--- src/rtl/accum_alu_if.sv ---
// accum_alu_if: command handshake and result/flag bundle for accum_alu_core.
interface accum_alu_if #(
    parameter int WIDTH = 8,
    parameter int REGS  = 4
);
    localparam int RA = $clog2(REGS);
    logic             cmd_valid;
    logic             cmd_ready;
    logic [2:0]       cmd_op;
    logic [RA-1:0]    cmd_reg;
    logic [WIDTH-1:0] cmd_data;
    logic             res_valid;
    logic [WIDTH-1:0] res_data;
    logic [WIDTH-1:0] acc_out;
    logic             flag_c;
    logic             flag_z;
    logic             flag_n;
    logic             flag_v;
    modport master (
        output cmd_valid, cmd_op, cmd_reg, cmd_data,
        input  cmd_ready, res_valid, res_data, acc_out, flag_c, flag_z, flag_n, flag_v
    );
    modport slave (
        input  cmd_valid, cmd_op, cmd_reg, cmd_data,
        output cmd_ready, res_valid, res_data, acc_out, flag_c, flag_z, flag_n, flag_v
    );
endinterface

--- src/rtl/accum_alu_core.sv ---
// accum_alu_core: WIDTH-bit accumulator with REGS-entry register file, 8-op ALU and C/Z/N/V flags,
// sequenced IDLE -> FETCH -> EXEC per accepted command.
module accum_alu_core #(
    parameter int WIDTH = 8,
    parameter int REGS  = 4
) (
    input logic        clk,
    input logic        rst_n,
    accum_alu_if.slave bus
);
    localparam int RA = $clog2(REGS);
    localparam logic [1:0] S_IDLE  = 2'd0;
    localparam logic [1:0] S_FETCH = 2'd1;
    localparam logic [1:0] S_EXEC  = 2'd2;
    localparam logic [2:0] OP_LDI = 3'd0;
    localparam logic [2:0] OP_STR = 3'd2;
    localparam logic [2:0] OP_SUB = 3'd4;
    localparam logic [2:0] OP_ADC = 3'd5;

    logic [1:0]       r_state;
    logic [2:0]       r_op;
    logic [RA-1:0]    r_idx;
    logic [WIDTH-1:0] r_data;
    logic [WIDTH-1:0] r_b;
    logic [WIDTH-1:0] r_acc;
    logic [WIDTH-1:0] r_res_data;
    logic [WIDTH-1:0] r_regs [REGS];
    logic             r_res_valid;
    logic             r_c;
    logic             r_z;
    logic             r_n;
    logic             r_v;
    logic [WIDTH-1:0] w_addend;
    logic [WIDTH-1:0] w_acc;
    logic [WIDTH:0]   w_sum;
    logic             w_cin;
    logic             w_arith;
    logic             w_logic;
    logic             w_c;
    logic             w_v;

    // SUB is folded into the adder as acc + ~B + 1, so one overflow rule covers ADD/SUB/ADC
    always_comb begin
        w_addend = (r_op == OP_SUB) ? ~r_b : r_b;
        w_cin    = (r_op == OP_SUB) || (r_op == OP_ADC && r_c);
        w_sum    = {1'b0, r_acc} + {1'b0, w_addend} + {{WIDTH{1'b0}}, w_cin};
        w_arith  = (r_op >= 3'd3) && (r_op <= 3'd5);
        w_logic  = &r_op[2:1];
        w_acc    = w_arith ? w_sum[WIDTH-1:0] :
                   w_logic ? (r_op[0] ? (r_acc ^ r_b) : (r_acc & r_b)) :
                   (r_op == OP_STR) ? r_acc : r_b;
        w_c      = w_arith ? w_sum[WIDTH] : w_logic ? 1'b0 : r_c;
        w_v      = w_arith ? (r_acc[WIDTH-1] == w_addend[WIDTH-1]) && (w_sum[WIDTH-1] != r_acc[WIDTH-1]) :
                   w_logic ? 1'b0 : r_v;
    end

    always_ff @(posedge clk) begin
        if (!rst_n) begin
            r_state     <= S_IDLE;
            r_op        <= '0;
            r_idx       <= '0;
            r_data      <= '0;
            r_b         <= '0;
            r_acc       <= '0;
            r_res_data  <= '0;
            r_res_valid <= 1'b0;
            r_c         <= 1'b0;
            r_z         <= 1'b1;
            r_n         <= 1'b0;
            r_v         <= 1'b0;
            for (int i = 0; i < REGS; i++) r_regs[i] <= '0;
        end else begin
            r_res_valid <= 1'b0;
            case (r_state)
                S_IDLE: if (bus.cmd_valid) begin
                    r_op    <= bus.cmd_op;
                    r_idx   <= bus.cmd_reg;
                    r_data  <= bus.cmd_data;
                    r_state <= S_FETCH;
                end
                S_FETCH: begin
                    r_b     <= (r_op == OP_LDI) ? r_data : r_regs[r_idx];
                    r_state <= S_EXEC;
                end
                S_EXEC: begin
                    if (r_op == OP_STR) r_regs[r_idx] <= r_acc;
                    r_acc       <= w_acc;
                    r_c         <= w_c;
                    r_v         <= w_v;
                    r_z         <= (r_op == OP_STR) ? r_z : (w_acc == '0);
                    r_n         <= (r_op == OP_STR) ? r_n : w_acc[WIDTH-1];
                    r_res_data  <= w_acc;
                    r_res_valid <= 1'b1;
                    r_state     <= S_IDLE;
                end
                default: r_state <= S_IDLE;
            endcase
        end
    end

    assign bus.cmd_ready = (r_state == S_IDLE);
    assign bus.res_valid = r_res_valid;
    assign bus.res_data  = r_res_data;
    assign bus.acc_out   = r_acc;
    assign bus.flag_c    = r_c;
    assign bus.flag_z    = r_z;
    assign bus.flag_n    = r_n;
    assign bus.flag_v    = r_v;
endmodule
--- src/flat_wrapper.sv ---
// flat-port wrapper written by rule: the top's interface ports become plain ports
module accum_alu_core_flat 
#(
    parameter int WIDTH = 8,
    parameter int REGS  = 4
)
  (clk, rst_n, bus_cmd_valid, bus_cmd_op, bus_cmd_reg, bus_cmd_data, bus_cmd_ready, bus_res_valid, bus_res_data, bus_acc_out, bus_flag_c, bus_flag_z, bus_flag_n, bus_flag_v);
  accum_alu_if #(.WIDTH(WIDTH), .REGS(REGS)) bus_i ();
  input logic clk;
  input logic rst_n;
  input wire logic [$bits(bus_i.cmd_valid)-1:0] bus_cmd_valid;
  input wire logic [$bits(bus_i.cmd_op)-1:0] bus_cmd_op;
  input wire logic [$bits(bus_i.cmd_reg)-1:0] bus_cmd_reg;
  input wire logic [$bits(bus_i.cmd_data)-1:0] bus_cmd_data;
  output wire logic [$bits(bus_i.cmd_ready)-1:0] bus_cmd_ready;
  output wire logic [$bits(bus_i.res_valid)-1:0] bus_res_valid;
  output wire logic [$bits(bus_i.res_data)-1:0] bus_res_data;
  output wire logic [$bits(bus_i.acc_out)-1:0] bus_acc_out;
  output wire logic [$bits(bus_i.flag_c)-1:0] bus_flag_c;
  output wire logic [$bits(bus_i.flag_z)-1:0] bus_flag_z;
  output wire logic [$bits(bus_i.flag_n)-1:0] bus_flag_n;
  output wire logic [$bits(bus_i.flag_v)-1:0] bus_flag_v;
  assign bus_i.cmd_valid = bus_cmd_valid;
  assign bus_i.cmd_op = bus_cmd_op;
  assign bus_i.cmd_reg = bus_cmd_reg;
  assign bus_i.cmd_data = bus_cmd_data;
  assign bus_cmd_ready = bus_i.cmd_ready;
  assign bus_res_valid = bus_i.res_valid;
  assign bus_res_data = bus_i.res_data;
  assign bus_acc_out = bus_i.acc_out;
  assign bus_flag_c = bus_i.flag_c;
  assign bus_flag_z = bus_i.flag_z;
  assign bus_flag_n = bus_i.flag_n;
  assign bus_flag_v = bus_i.flag_v;
  accum_alu_core #(.WIDTH(WIDTH), .REGS(REGS)) u_core (.clk(clk), .rst_n(rst_n), .bus(bus_i));
endmodule
--- config.mk ---
export PLATFORM = sky130hd
export DESIGN_NAME = accum_alu_core_flat
export DESIGN_NICKNAME = d
export VERILOG_FILES = /design/src/rtl/accum_alu_if.sv /design/src/rtl/accum_alu_core.sv /design/src/flat_wrapper.sv
export SDC_FILE = /design/constraint.sdc
export NUM_CORES = 1
export LEC_CHECK = 0
export ABC_AREA = 1
export CAP_MARGIN = 20
export CORE_ASPECT_RATIO = 1.4
export CORE_MARGIN = 8
export CORE_UTILIZATION = 45
export DETAILED_ROUTE_END_ITERATION = 6
export HOLD_SLACK_MARGIN = 0.06
export PLACE_DENSITY_LB_ADDON = 0.08
export SLEW_MARGIN = 25
export SYNTH_ARGS = -nofsm -noshare
export SYNTH_HDL_FRONTEND = slang
export SYNTH_SLANG_ARGS = --single-unit
--- constraint.sdc ---
create_clock -name clk -period 6.2 [get_ports clk]
set_input_delay 0.62 -clock clk [delete_from_list [all_inputs] [get_ports clk]]
set_output_delay 0.62 -clock clk [all_outputs]
set_load 0.01 [all_outputs]
==> flow_metrics.env <==
export IMPL_crit_chain="nor2_1 -> nand2_1 -> xor2_1 -> fa_1 -> inv_1 -> fa_1 -> inv_1 -> nor2_1 -> a21oi_2 -> nand2_1 -> nor2_1 -> nand3_1 -> nand2_1"
export IMPL_path_delay_family="simple AND/OR/NAND/NOR gates"
export IMPL_grt_pass1_vias=3282
export IMPL_setup_viol=0
export IMPL_final_common_cell="nand2_1"
export IMPL_firstDrtPassIters=6
export IMPL_maxCapViolCount=0
export IMPL_grt_overflow=0
export IMPL_peakVddDrop_uv=156.7
export IMPL_r2r_end="u_core.bus.flag_z"
export IMPL_fp_dieH_um=125.6
export IMPL_grt_max_degree=33
export IMPL_dp_hpwl_um=8175
export IMPL_synth_xor_area_share_pct=2.041
export IMPL_h_tree_depth=3
export IMPL_clock_skew_ns=0.005471
export IMPL_vias_per_cell=5.303
export IMPL_cts_setup_buffers=0
export IMPL_hold_viol=0
export IMPL_pre_cts_ws_ns=3.301
export IMPL_die_x_um=94.30
export IMPL_drv_slew=0
export IMPL_finalSetupTns_ns=0
export IMPL_synth_edf_count=32
export IMPL_insertion_delay_ns=0.33
export IMPL_start_util_pct=45.67
export IMPL_synth_cells=500
export IMPL_synth_seq_cells=70
export IMPL_synth_compound_area_share_pct=11.86
export IMPL_ios=38
export IMPL_ys_flop_type="dfxtp_1"
export IMPL_crit_fanout=10
export IMPL_wirelength_met1_um=4272
export IMPL_min_to="u_core.bus.flag_v"
export IMPL_end_kind="flip-flop"
export IMPL_hp_start="u_core.bus.flag_v"
export IMPL_core_rowCount=40
export IMPL_reg2reg_depth=13
export IMPL_layout_drive_gt1_share_pct=7.129
export IMPL_portBuffers=37
export IMPL_top_layer="met4"
export IMPL_met3_length_um=484
export IMPL_period_share_pct=45.60
export IMPL_synth_area_mux_share_pct=0
export IMPL_drc=0
export IMPL_clk_pin_slew_ns=0.06
export IMPL_clkSinkCount=70
export IMPL_ant_nets=0
export IMPL_wl_per_cell_um=16.51
export IMPL_yosys_area_share_simple_pct=26.37
export IMPL_cellLeakagePower_nw=1.934
export IMPL_grt_pass1_wl_um=16950
export IMPL_crit_type="flip-flop to flip-flop"
export IMPL_rsz0062_at_grt="no"
export IMPL_drtIter0Drc=297
export IMPL_max_stage_delay_ns=0.61
export IMPL_cp_start_kind="flip-flop"
export IMPL_fillCellCount=816
export IMPL_grtUsageTotal_pct=18.79
export IMPL_diodes=0
export IMPL_relSlewSlack_pct=63.73
export IMPL_power_density_mw_per_mm2=271.2
export IMPL_syn_nets=534
export IMPL_tritoncts="done"
export IMPL_vias=3383
export IMPL_yosysWarnings=0
export IMPL_hold_class="flip-flop to flip-flop"
export IMPL_coreArea_mm2=0.008458
export IMPL_routed_wirelength_um=10530
export IMPL_worst_pin_slew_ns=0.5427
export IMPL_synth_cell_types=31
export IMPL_period_minus_slack_ns=2.827
export IMPL_syn_area_mm2=0.003862
export IMPL_routabilityCongestion=0.9481
export IMPL_ctsResizeCount=0
export IMPL_worst_path_buf_inv=2
export IMPL_synth_avg_cell_area_um2=7.725
export IMPL_cts_root_buffer="clkbuf_16"
export IMPL_cts_hold_buffers_added=0
export IMPL_reg2reg_from="u_core.r_op[1]"
export IMPL_wl_met2_um=5410
export IMPL_fin_nets=562
export IMPL_cts_buffers=9
export IMPL_max_clock_freq_mhz=353.7
export IMPL_multi_input_area_mm2=0.001795
export IMPL_synth_adder_area_share_pct=6.220
export IMPL_seq_area_mm2=0.001722
export IMPL_antenna_found_initial=0
export IMPL_regToRegSetupSlack_ns=3.37
export IMPL_worst_ep_arrival_time_ns=3.10
export IMPL_seq_area_frac_synth_pct=44.57
export IMPL_async_reset_ff_share_pct=0
export IMPL_required_ns=6.47
export IMPL_synth_top_family_by_area="simple AND/OR/NAND/NOR gates"
export IMPL_setup_ws_ns=3.373
export IMPL_cpMaxStageDelayCell="dfxtp_1"
export IMPL_dieArea_mm2=0.01185
export IMPL_min_path_cells=2
export IMPL_layout_common_cells="nand2_1, nor2_1, inv_1"
export IMPL_syn_to_final_growth_pct=17.53
export IMPL_status="complete, no violations"
export IMPL_clockBufferDepth=2
[report_power, final]
part           switching, mW  total, mW  internal [mW]
registers             0.0288      0.534          0.505
logic                  0.119      0.191         0.0714
clock network          0.194      0.506          0.312
[synthesized netlist by cell type, types with 4 or more instances]
| cell type | instances | area, um2 |
|---|---|---|
| inv_2 | 8 | 30.03 |
| dfxtp_1 | 38 | 760.7 |
| buf_4 | 10 | 75.07 |
| edfxtp_1 | 32 | 960.9 |
| nor2_2 | 4 | 25.02 |
| xnor2_1 | 7 | 61.31 |
| o21ai_0 | 40 | 200.2 |
| nor3_1 | 7 | 35.03 |
| clkbuf_1 | 9 | 33.78 |
| ha_1 | 16 | 200.2 |
| a31oi_1 | 9 | 56.30 |
| nand3_1 | 36 | 180.2 |
| o211ai_1 | 6 | 45.04 |
| inv_1 | 48 | 180.2 |
| a21oi_1 | 15 | 75.07 |
| o22ai_1 | 8 | 50.05 |
| nor2_1 | 78 | 292.8 |
| nand2_1 | 109 | 409.1 |
[sequential cells by signal, summed over array words and instances, names as in the netlist, named ones only]
signal and count:
u_core.bus.flag_c 1, u_core.r_regs 32, u_core.bus.res_data 8, u_core.r_data 8, u_core.bus.flag_v 1, u_core.bus.res_valid 1
u_core.bus.flag_z 1, u_core.r_idx 2, u_core.r_op 3, u_core.bus.flag_n 1, u_core.r_state 2, u_core.r_b 8
[per-stage QoR]
step	hold slack, ns	total power, mW	util, %	cell area (um2)	cells
3_5_place_dp	0.4609	0.7339	50.18	4244	622
4_1_cts	0.4711	1.240	53.67	4539	638
5_1_grt	0.4781	1.287	53.67	4539	638
3_3_place_gp	0.4661	0.7314	50.18	4244	622
6_report	0.4714	1.231	53.67	4539	638
2_1_floorplan	0.4554	0.6703	-	3862	500
[tightest hold or removal path: stages (launching register included)]
cell	delay, ns
dfxtp_1	0.31
nand2_1	0.06
a21oi_1	0.05
[metal layers]
metal	global-route usage, %	up-vias
met5	0	-
met4	9.934	0
met3	3.805	27
met2	31.57	95
met1	21.55	1564
li1	-	1697
[layout make-up]
cell class                 instances  share of cell area (%)
clock buffer                       9                   4.961
clock inverter                     7                   1.544
inverter                          56                   4.631
multi-input combinational        352                   39.55
sequential                        70                   37.93
tap                              105                   2.894
timing repair buffer              39                   8.490
[worst max path at each step]
stage                     cells after the start                      to           start  slack, ns
after detailed placement                     10     u_core.r_regs[0][5]           rst_n       3.30
after global placement                       10     u_core.r_regs[2][5]           rst_n       3.38
after CTS                                    13       u_core.bus.flag_z  u_core.r_op[1]       3.34
after floorplan                              16  u_core.bus.res_data[6]  u_core.r_op[0]       3.75
after global routing                         16       u_core.bus.flag_z  u_core.r_op[1]       3.08
final                                        13       u_core.bus.flag_z  u_core.r_op[1]       3.37
[cells by family (layout without fill, tap and decap cells)]
family                   Yosys count  in the layout
AND/OR/NAND/NOR                  243            243
AO/OA/AOI/OAI                     82             82
buffers and inverters             78            111
flip-flops                        70             70
adder cells (fa/ha/maj)           18             18
XOR/XNOR                           9              9
Note: power is estimated with default switching activity, not from simulation.
==> patch 1 (same settings) <==
`REGS` is set to 4 in 3 places; all go to 16.
--- a/src/rtl/accum_alu_if.sv
+++ b/src/rtl/accum_alu_if.sv
@@ -1,7 +1,7 @@
 // accum_alu_if: command handshake and result/flag bundle for accum_alu_core.
 interface accum_alu_if #(
     parameter int WIDTH = 8,
-    parameter int REGS  = 4
+    parameter int REGS  = 16
 );
     localparam int RA = $clog2(REGS);
     logic             cmd_valid;
--- a/src/rtl/accum_alu_core.sv
+++ b/src/rtl/accum_alu_core.sv
@@ -2,7 +2,7 @@
 // sequenced IDLE -> FETCH -> EXEC per accepted command.
 module accum_alu_core #(
     parameter int WIDTH = 8,
-    parameter int REGS  = 4
+    parameter int REGS  = 16
 ) (
     input logic        clk,
     input logic        rst_n,
--- a/src/flat_wrapper.sv
+++ b/src/flat_wrapper.sv
@@ -2,7 +2,7 @@
 module accum_alu_core_flat 
 #(
     parameter int WIDTH = 8,
-    parameter int REGS  = 4
+    parameter int REGS  = 16
 )
   (clk, rst_n, bus_cmd_valid, bus_cmd_op, bus_cmd_reg, bus_cmd_data, bus_cmd_ready, bus_res_valid, bus_res_data, bus_acc_out, bus_flag_c, bus_flag_z, bus_flag_n, bus_flag_v);
   accum_alu_if #(.WIDTH(WIDTH), .REGS(REGS)) bus_i ();
Ports: changed (resized bus_cmd_reg); port bits go from 38 to 40. The function was not compared with the original's and may differ.
==> patch 1 against the original RTL <==
  * Via count grew 90%
  * Utilization shrank 2.6 points
  * Largest cell class is now flip-flops and latches
  * Setup slack lost 210 ps
  * Cell area grew 110%
  * Clock power grew 97%
  * Maximum frequency shrank 7.1%
  * Synthesized area grew 120%
  * Sequential power grew 150%
  * Wire length grew 120%
  * Sequential cell count grew 100
  * Power grew 110%
  * Global-route usage grew 1.1 points
  * Non-clock buffer count grew 2
  * First-iteration DRC count grew 74%
==> patch 1: results (changes against the original RTL) <==
seq_cells: 170 (+140%)
Post-synth EDFFs: 128 (+300%)
nets: 1000 (+78%)
gpl congestion: 0.853 (-10%)
total track usage: 19.9% (+1.1 points)
layout cells sized above 1: 7.38% (+0.25 points)
dominant synthesized flop cell: edfxtp_1
Max Clk Rate: 0.329 GHz (-7.1%)
Post-synth top cells: nor2_1, nand2_1, edfxtp_1
slowest stage delay, CP: 710 ps (+100 ps)
#MultiIn Comb: 668 (+90%)
status: completed
dpl hpwl: 15700 um (+92%)
Signal buf overhead: 4.23% (-4.3 points)
R2R depth: 11 (-2)
slowest CP cell: fa_1
clock skew: 6.13 ps (+0.661 ps)
Synth cell types: 27 (-13%)
leading post-synthesis cells by cell area: edfxtp_1, nor2_1, dfxtp_1, nand2_1, o21ai_0
vias per inst: 5.27 (-0.63%)
Peak VDD IR: 199 uV (+27%)
Seq/Total Area, Yosys: 55.3% (+11 points)
Leak Pwr: 0.00378 uW (+96%)
Critical Path Fanout Max: 18 (+8)
pre-CTS setup slack: 2850 ps (-446 ps)
Filler cells: 1791 (+120%)
Largest register FFs: 128 (+300%)
CTS H-tree lvls: 4 (+1)
routed len/inst: 18.8 um (+14%)
Post-Synth XOR/XNOR Area: 0.930% (-1.1 points)
iteration-0 DRC count of the detailed router: 516 (+74%)
clock buf count: 17 (+8)
Synth Area in Compound Gates: 9.53% (-2.3 points)
adder-cell share of the synthesized area: 2.84% (-3.4 points)
vias in the first global route: 6381 (+94%)
delay-heaviest family, CP: adder cells
DRT Pass-1 Iters: 5 (-1)
clock-cell share of area: 5.76% (-0.74 points)
## patch 1: cell types whose count changed after synthesis, sizes merged, moves of 8 or more
cell    delta
a21oi     +10
a31oi      -8
clkbuf    +27
edfxtp    +96
nand2     +41
nand3     +26
nor2     +180
o211ai    +20
o21ai     +53
o22ai      -8
## patch 1: report_power, final
part           internal, uW  switching [uW]
clock network           551             446
registers              1270            39.9
logic                   106             237
## patch 1: per-stage QoR
step	hold WS [ps]	area, um2	instances
finish	473	9470	1220
global route	496	9470	1220
global placement	462	8920	1189
CTS	480	9470	1220
detailed placement	465	8920	1189
floorplan	447	8470	959
## patch 1: cell families (layout without fill, tap and decap cells)
kind of cell	Yosys count	count (layout)
compound gates	148	148
xor+xnor	9	9
fa+ha+maj	18	18
buf+inv	121	138
flops	170	170
simple gates	493	493
## patch 1: layer usage
layer	GRT usage, %	vias to the layer above	part of all wire (%)
met5	0	-	0
met4	10.7	0	3.7
met3	2.79	42	4.1
met2	34.9	215	51
met1	23.3	2979	42
li1	-	3192	-
==> patch 2 (config.mk and constraints unchanged) <==
Made on the original files. Make the reset (`rst_n`) asynchronous in one clocked block.
--- a/src/rtl/accum_alu_core.sv
+++ b/src/rtl/accum_alu_core.sv
@@ -54,7 +54,7 @@
                    w_logic ? 1'b0 : r_v;
     end
 
-    always_ff @(posedge clk) begin
+    always_ff @(posedge clk or negedge rst_n) begin
         if (!rst_n) begin
             r_state     <= S_IDLE;
             r_op        <= '0;
Function: differs if rst_n is asserted again (counterexample within 4 cycles, from zero or initial values and one cycle with rst_n low); with rst_n held inactive, the same outputs for 10 cycles.
==> patch 2 against the original RTL <==
  * Synthesized area down 1.4%
  * Wire length shrank 8.5%
  * Via count down 3.0%
  * Utilization increased by 0.67 points
  * Sequential cell count is 2 lower
  * Global-route usage is 1.3 points lower
  * Setup slack improved by 61 ps
  * Cell area is 1.9% lower
  * Critical path type unchanged
  * Critical endpoint is now u_core.bus.flag_z$_DFFE_PN1P_
  * Highest routed layer unchanged
Power is not compared: it rests on default switching activity, and its combinational part moved more than twofold at a synthesized area within 25%.
==> patch 2: results (changes against the original RTL) <==
Synth Area in Compound Gates: 11.3% (-0.53 points)
status: completed
R2R depth: 15 (+2)
CP Launch Point: u_core.r_op[0]$_DFFE_PN0P_
met2 Track Usage GR: 29.3% (-2.3 points)
fraction of area in multi-input gates: 40.3% (+0.76 points)
Filler cells: 794 (-2.7%)
GR Util met1: 19.5% (-2.1 points)
Async S/R FF share, synth: 100% (+100 points)
dominant synthesized flop cell: dfrtp_1
routed len/inst: 15.4 um (-6.9%)
clock skew: 5.55 ps (+0.0810 ps)
Non-clk invs: 44 (-21%)
Post-Synth XOR/XNOR Area: 2.07% (+0.028 points)
relative slew slack: 38.3% (-25 points)
syn nets: 526 (-1.5%)
first-pass GRT wire length: 16000 um (-5.7%)
adder-cell share of the synthesized area: 6.31% (+0.086 points)
vias per inst: 5.23 (-1.3%)
total track usage: 17.5% (-1.3 points)
clock-cell share of area: 6.40% (-0.10 points)
Post-synth top cells: nand2_1, dfrtp_1, o21ai_0
largest net degree at the start of global routing: 69 (+110%)
iteration-0 DRC count of the detailed router: 268 (-9.8%)
start of the worst register-to-register path: u_core.r_op[0]$_DFFE_PN0P_
HP Class: input pin to asynchronous set/reset pin
non-clock buffer total of the final layout: 38 (-2.6%)
==> patch 2: cell count changes after synthesis, moves of 8 or more <==
cell / before / now
a21oi_1: 15 / 4
nand2_1: 109 / 175
edfxtp_1: 32 / 0
nand3_1: 36 / 27
dfrtp_1: 0 / 67
o21ai_0: 40 / 53
nor2_1: 78 / 34
dfxtp_1: 38 / 0
o21ai_1: 1 / 9
inv_1: 48 / 37
==> patch 2: kinds of logic after synthesis <==
| logic type | Yosys count |
|---|---|
| AO/OA/AOI/OAI | 80 |
| adder cells (fa/ha/maj) | 18 |
| XOR/XNOR | 9 |
| buffers and inverters | 64 |
| flip-flops | 68 |
| AND/OR/NAND/NOR | 253 |
==> patch 2: power by group <==
group	total [uW]	internal, uW	switching (uW)
Sequential	723	584	139
Clock	497	320	178
Combinational	968	390	578
==> patch 2: worst max-delay path, stage by stage, from the launching register on <==
cell and delay (ps):
dfrtp_1 600, nor2_1 120, nand2_1 330, xor2_1 230, fa_1 190, inv_1 60
fa_1 430, nand2_1 110, nand2_1 60, nand2_1 50, nand3_1 60, nand2_1 90
nand2_1 50, nor2_1 170, nand3_1 100, nand2_1 70
==> patch 2: per-stage QoR <==
step                      setup slack, ps  power (uW)  hold slack (ps)  area [um2]  cells
after floorplan                      3780        1390              324        3810    492
after global placement               3540        1680              463        4170    612
after detailed placement             3440        1700              470        4170    612
after CTS                            3430        2210              486        4450    627
after global routing                 3160        2380              506        4450    627
final                                3430        2190              484        4450    627
==> patch 2: layer usage <==
metal	up-vias	share of wire [%]
met5	-	0
met4	0	4.4
met3	26	3.6
met2	64	50
met1	1544	42
li1	1647	-
